### src/rtl/mem_arbiter.sv
// Round-robin arbiter/sequencer sharing one single-port word memory between
// N_REQ requesters; out-of-range addresses are acked with err, no memory access.
//
// state   | meaning
// IDLE    | pick next requester round-robin from last+1, latch its command
// ISSUE   | pulse mem_start once the memory reports ready
// WAIT_LO | wait for the memory to drop ready (access accepted)
// WAIT_HI | wait for ready to return, capture read data
// DONE    | one-cycle ack to the granted requester, err valid
module mem_arbiter #(
  parameter int N_REQ      = 2,
  parameter int ADDR_W     = 16,
  parameter int DATA_W     = 32,
  parameter int ADDR_LIMIT = 4096
) (
  input  logic                       clk,
  input  logic                       reset,
  input  logic [N_REQ-1:0]           req,
  input  logic [N_REQ-1:0]           req_rwn,
  input  logic [N_REQ*ADDR_W-1:0]    req_addr,
  input  logic [N_REQ*DATA_W-1:0]    req_wdata,
  output logic [N_REQ-1:0]           ack,
  output logic                       err,
  output logic [DATA_W-1:0]          rdata,
  output logic [2:0]                 grant_id,
  output logic                       busy,
  output logic                       mem_start,
  output logic                       mem_rwn,
  output logic [ADDR_W-1:0]          mem_address,
  output logic [DATA_W-1:0]          mem_data_in,
  input  logic [DATA_W-1:0]          mem_data_out,
  input  logic                       mem_ready
);

  localparam logic [2:0] S_IDLE    = 3'd0;
  localparam logic [2:0] S_ISSUE   = 3'd1;
  localparam logic [2:0] S_WAIT_LO = 3'd2;
  localparam logic [2:0] S_WAIT_HI = 3'd3;
  localparam logic [2:0] S_DONE    = 3'd4;

  logic [2:0]        state;
  logic [2:0]        last;
  logic [2:0]        win_id;
  logic              win_vld;
  logic [N_REQ-1:0]  req_sh;
  logic [N_REQ-1:0]  rwn_sh;
  logic              sel_rwn;
  logic [ADDR_W-1:0] sel_addr;
  logic [DATA_W-1:0] sel_wdata;
  logic              sel_oob;

  // Search order starts just after the previous winner, so a requester that
  // was just served has the lowest priority in the next arbitration.
  always_comb begin
    win_vld = 1'b0;
    win_id  = '0;
    req_sh  = '0;
    for (int k = 1; k <= N_REQ; k++) begin
      req_sh = req >> ((int'(last) + k) % N_REQ);
      if (!win_vld && req_sh[0]) begin
        win_vld = 1'b1;
        win_id  = 3'((int'(last) + k) % N_REQ);
      end
    end
  end

  always_comb begin
    rwn_sh    = req_rwn >> win_id;
    sel_rwn   = rwn_sh[0];
    sel_addr  = ADDR_W'(req_addr >> (win_id * ADDR_W));
    sel_wdata = DATA_W'(req_wdata >> (win_id * DATA_W));
    sel_oob   = 32'(sel_addr) >= 32'(ADDR_LIMIT);
  end

  always_ff @(posedge clk or posedge reset) begin
    if (reset) begin
      state       <= S_IDLE;
      last        <= 3'(N_REQ - 1);
      grant_id    <= '0;
      err         <= 1'b0;
      rdata       <= '0;
      mem_rwn     <= 1'b0;
      mem_address <= '0;
      mem_data_in <= '0;
    end else begin
      case (state)
        S_IDLE: begin
          if (win_vld) begin
            grant_id    <= win_id;
            last        <= win_id;
            mem_rwn     <= sel_rwn;
            mem_address <= sel_addr;
            mem_data_in <= sel_wdata;
            if (sel_oob) begin
              err   <= 1'b1;
              state <= S_DONE;
            end else begin
              state <= S_ISSUE;
            end
          end
        end
        S_ISSUE: begin
          if (mem_ready) state <= S_WAIT_LO;
        end
        S_WAIT_LO: begin
          if (!mem_ready) state <= S_WAIT_HI;
        end
        S_WAIT_HI: begin
          if (mem_ready) begin
            if (mem_rwn) rdata <= mem_data_out;
            state <= S_DONE;
          end
        end
        S_DONE: begin
          err   <= 1'b0;
          state <= S_IDLE;
        end
        default: state <= S_IDLE;
      endcase
    end
  end

  // Start is gated by ready so a busy memory never sees a dropped strobe.
  assign mem_start = (state == S_ISSUE) && mem_ready;
  assign busy      = (state != S_IDLE);

  always_comb begin
    ack = '0;
    if (state == S_DONE) ack = N_REQ'(1) << grant_id;
  end

endmodule

### config.mk
export PLATFORM = sky130hd
export DESIGN_NAME = mem_arbiter
export DESIGN_NICKNAME = d
export VERILOG_FILES = /design/src/rtl/mem_arbiter.sv
export SDC_FILE = /design/constraint.sdc
export NUM_CORES = 1
export LEC_CHECK = 0
export ABC_AREA = 1
export CORE_MARGIN = 8
export CORE_UTILIZATION = 39
export DETAILED_ROUTE_END_ITERATION = 7
export GPL_TIMING_DRIVEN = 0
export PLACE_DENSITY_LB_ADDON = 0.08
export SLEW_MARGIN = 10
export SYNTH_ARGS = -nofsm -noshare
export SYNTH_HDL_FRONTEND = slang
export SYNTH_SLANG_ARGS = --single-unit
### constraint.sdc
create_clock -name clk -period 3.9 [get_ports clk]
set_input_delay 0.78 -clock clk [delete_from_list [all_inputs] [get_ports clk]]
set_output_delay 0.78 -clock clk [all_outputs]
set_load 0.02 [all_outputs]
== Word level (Yosys, flattened, before mapping) ==
Cells that the tools add are included.

* Add/sub/neg operators: 2
* Magnitude comparators: 1
* Eq/ne operators: 9
* Shifts and indexed selects: 6
* Muxes and demuxes: 14
* Bitwise operators: 2
* Reductions and logical operators: 10

{| class="wikitable"
|+ Operators with widths
! kind !! count
|-
| $shr A2 B32 Y1 || 2
|-
| $shr A64 B8 Y32 || 1
|-
| $shr A32 B7 Y16 || 1
|-
| $mux W3 || 7
|-
| $ge A16 B13 Y1 const B || 1
|-
| $pmux W3 S4 || 1
|-
| $ne A2 B2 Y1 const B || 5
|-
| $eq A3 B2 Y1 const B || 2
|-
| $reduce_and A3 Y1 || 2
|-
| $mux W1 || 4
|-
| $reduce_and A4 Y1 || 1
|-
| $eq A3 B1 Y1 const B || 1
|-
| $eq A3 B3 Y1 const B || 1
|-
| $logic_not A3 Y1 || 1
|-
| $reduce_bool A3 Y1 || 1
|-
| $shl A1 B3 Y2 const A || 1
|-
| $shr A2 B3 Y1 || 1
|-
| $add A1 B1 Y1 const B || 2
|-
| $and A1 B1 Y1 const A || 2
|-
| $logic_and A1 B1 Y1 || 2
|-
| $mux W2 || 1
|-
| $pmux W1 S2 || 1
|-
| $reduce_and A2 Y1 || 1
|-
| $reduce_bool A2 Y1 || 1
|-
| $logic_not A1 Y1 || 1
|}

* Flip-flop bits (word level): 89
* Word-level logic and storage cells: 52

== Depth between registers and ports, before layout ==
* Word-level depth: 12
* Depth in mapped cells: 9

== Worst setup path before layout ==
No wires, ideal clock.

* Kind: input-to-output
* From: input port mem_ready
* To: output port mem_start
* Data arrival time: 1.105 ns
* Setup slack: 2.015 ns
* Stages on the path: 2
* Path buffers: 0
* Cells stage by stage: inv_1 -> nor2_1

* Cells in the longest elaborated chain, start to end: 1

{| class="wikitable"
|+ Ends and longest elaborated chain
! item !! RTL line !! source
|-
| start: declaration || 32 || <nowiki>input logic mem_ready</nowiki>
|-
| $logic_and A1 B1 Y1 || 124 || <nowiki>assign mem_start = (state == S_ISSUE) && mem_ready;</nowiki>
|-
| end: declaration || 27 || <nowiki>output logic mem_start,</nowiki>
|}

Every way passes these cells.

== Final worst setup path ==
Same ends and word-level chain as after synthesis.

==> results.md <==
- Leading area contributor after synthesis: dfrtp_1
- Mapped Cells: 393
- Initial core utilization: 40.20%
- Routability cong.: 0.7914
- Final-stage net count: 762
- Layout Cells excl Fill: 765
- Remaining Overflow, GRT: 0
- Drt via density: 4.805
- ANT nets after route: 0
- Hold path cells: 1
- FF-to-FF End: mem_address[10]
- Seq/Total Area, Yosys: 55.18%
- RSZ-0062 raised after global routing: no
- Total clock buffers created by CTS: 9
- Reg2Reg Depth: 6
- Largest net degree at the start of global routing: 51
- Via count: 3676
- CP Launch Point: mem_ready
- Wire length per cell: 17.36 µm
- Slew headroom: 57.23%
- Crit path kind: input port to output pin
- Final hold violation count: 0
- Fill count: 856
- Placed Cells: 749
- Post-Syn Area: 3948 µm²
- CTS tree: built
- Die area: 13600 µm²
- Req. time, crit path: 3120 ps
- Clock Latency Late Sink: 360 ps
- Critical path capture point type: output pin
- Final worst clock skew: 7.865 ps
- Met2 usage: 32.16%
- M3 GR Usage: 8.945%
- CP Launch Type: input port
- Flops & latches, synth: 87
- Global-route wire length before repair: 20220 µm
- CORE AREA: 9819 µm²
- Antenna cells: 0
- Final instance area: 6550 µm²
- Synth cell types: 25
- Final setup fails: 0
- Die W: 116.6 µm
- Post-Synthesis Mean Instance Area: 10.04 µm²
- Yosys Warn Count: 0
- Global routing's busiest layer: met2
- Max Root-Sink Buffers: 2
- Layout cells sized above 1: 12.34%
- Hold Crit Start: rdata[29]
- Min-delay worst type: flop to flop
- Top-area cell type share of the netlist area: 54.52%
- Maximum fanout along the worst path: 4
- Boundary Pins: 224
- R2R Path Start: last[0]
- Max frequency: 337.8 MHz
- Post-CTS Setup Bufs: 0
- Hold buffer count at cts: 0
- Worst-path clk slew: 80 ps
- Setup_tns: 0 ps
- Worst Max-Slew Pin Slew: 641.6 ps
- Die Y-Extent: 116.6 µm
- Post-layout min period: 2960 ps
- LEAKAGE: 0.002893 µW
- Area delta synth->final: 65.93%
- Max-slew violations: 0
- Vias in the first global route: 3895
- Sink Count: 87
- Iter 0 DRT Violations: 148
- Worst Hold Path EP: rdata[29]
- Status: completed
- Post-Route WL: 13280 µm
- Row count: 36
- Maxcap violations: 0
- Peak supply drop: 0.3298 mV
- Total GRT Usage: 19.43%
- Reg2reg setup slack: 2100 ps
- Post-route DRC: 0
- Clk root buf: clkbuf_8
- PD cells: 776.5 nW/µm²
- H-Tree Depth: 3
- First-pass DRT Iterations: 6
- Initial antenna violation count: 0
- GR Layer Usage met1: 21.07%
- Final period utilization: 75.90%
- Post-CTS sizing: 0
- Layout Utilization: 66.70%
- Top cells by area, synth: dfrtp_1 55%, mux2_4 11%, nand2_1 10%
- PortBufs: 221
- Final HPWL DP: 10590 µm
- Critical Path AT: 2180 ps
- Placed Area: 6352 µm²
worst max-delay path: stages:
cell and delay, ps:
clkdlybuf4s50_1 570, inv_1 90, nor2_1 110, clkdlybuf4s50_1 640
cell usage in the layout, fill, tap and decap left out, drive strengths merged:
cell type / n
nand2: 106
conb: 2
mux2: 32
bufinv: 1
nand3: 9
clkdlybuf4s50: 221
nor3: 2
clkbuf: 15
inv: 12
and3: 1
dfrtp: 86
buf: 21
a21oi: 5
a31oi: 49
nor2: 60
nand3b: 1
clkinv: 3
dfstp: 1
o21ai: 3
clkinvlp: 2
power by group:
part	switching [µW]	internal [µW]
Combinational	1420	1420
Clock	322	310
Sequential	249	1360
Total	1990	3090
flip-flops by register name, indices dropped and copies added (netlist names):
signal,count
state,3
rdata,32
err,1
mem_address,16
mem_data_in,32
last,1
mem_rwn,1
grant_id,1
kinds of logic after synthesis:
logic type	count (synthesis)	share of synthesized area, %
buf+inv	37	5.388
flops	87	55.18
compound gates	57	9.096
simple gates	179	18.26
mux	32	11.98
other cells	1	0.09500
synthesized netlist by cell type (all sizes together):
library cell / count
a21oi: 5
a31oi: 49
and3: 1
buf: 20
clkbuf: 5
conb: 1
dfrtp: 86
dfstp: 1
inv: 12
mux2: 32
nand2: 106
nand3: 9
nand3b: 1
nor2: 60
nor3: 2
o21ai: 3
area by class of cell:
type / instances / area [µm²] / share of cell area (%)
buffer: 25 / 167.7 / 2.560
clock buffer: 10 / 137.6 / 2.101
clock inverter: 6 / 60.06 / 0.9169
inverter: 12 / 47.55 / 0.7259
multi-input combinational: 270 / 1560 / 23.82
sequential: 87 / 2178 / 33.26
tap: 133 / 166.4 / 2.541
timing repair buffer: 222 / 2232 / 34.08
routing by layer:
metal | vias up | wire (µm)
met3 | 18 | 1638
li1 | 1774 | -
met1 | 1725 | 5206
met2 | 159 | 6121
met4 | 0 | 315
met5 | - | 0
through the flow:
stage	setup WS, ps	hold slack (ps)	total power (µW)
2_1_floorplan	871.5	480.4	3158
3_3_place_gp	-567.0	488.5	4446
3_5_place_dp	936.7	491.6	4507
4_1_cts	937.1	513.4	5153
5_1_grt	909.7	517.9	5409
6_report	939.8	509.4	5086
worst max-delay path by stage:
stage	cells after the start	endpoint
floorplan	1	err
global placement	2	mem_data_in[13]
detailed placement	4	mem_start
CTS	4	mem_start
global route	4	mem_start
finish	4	mem_start
Note: power is estimated with default switching activity, not from simulation.
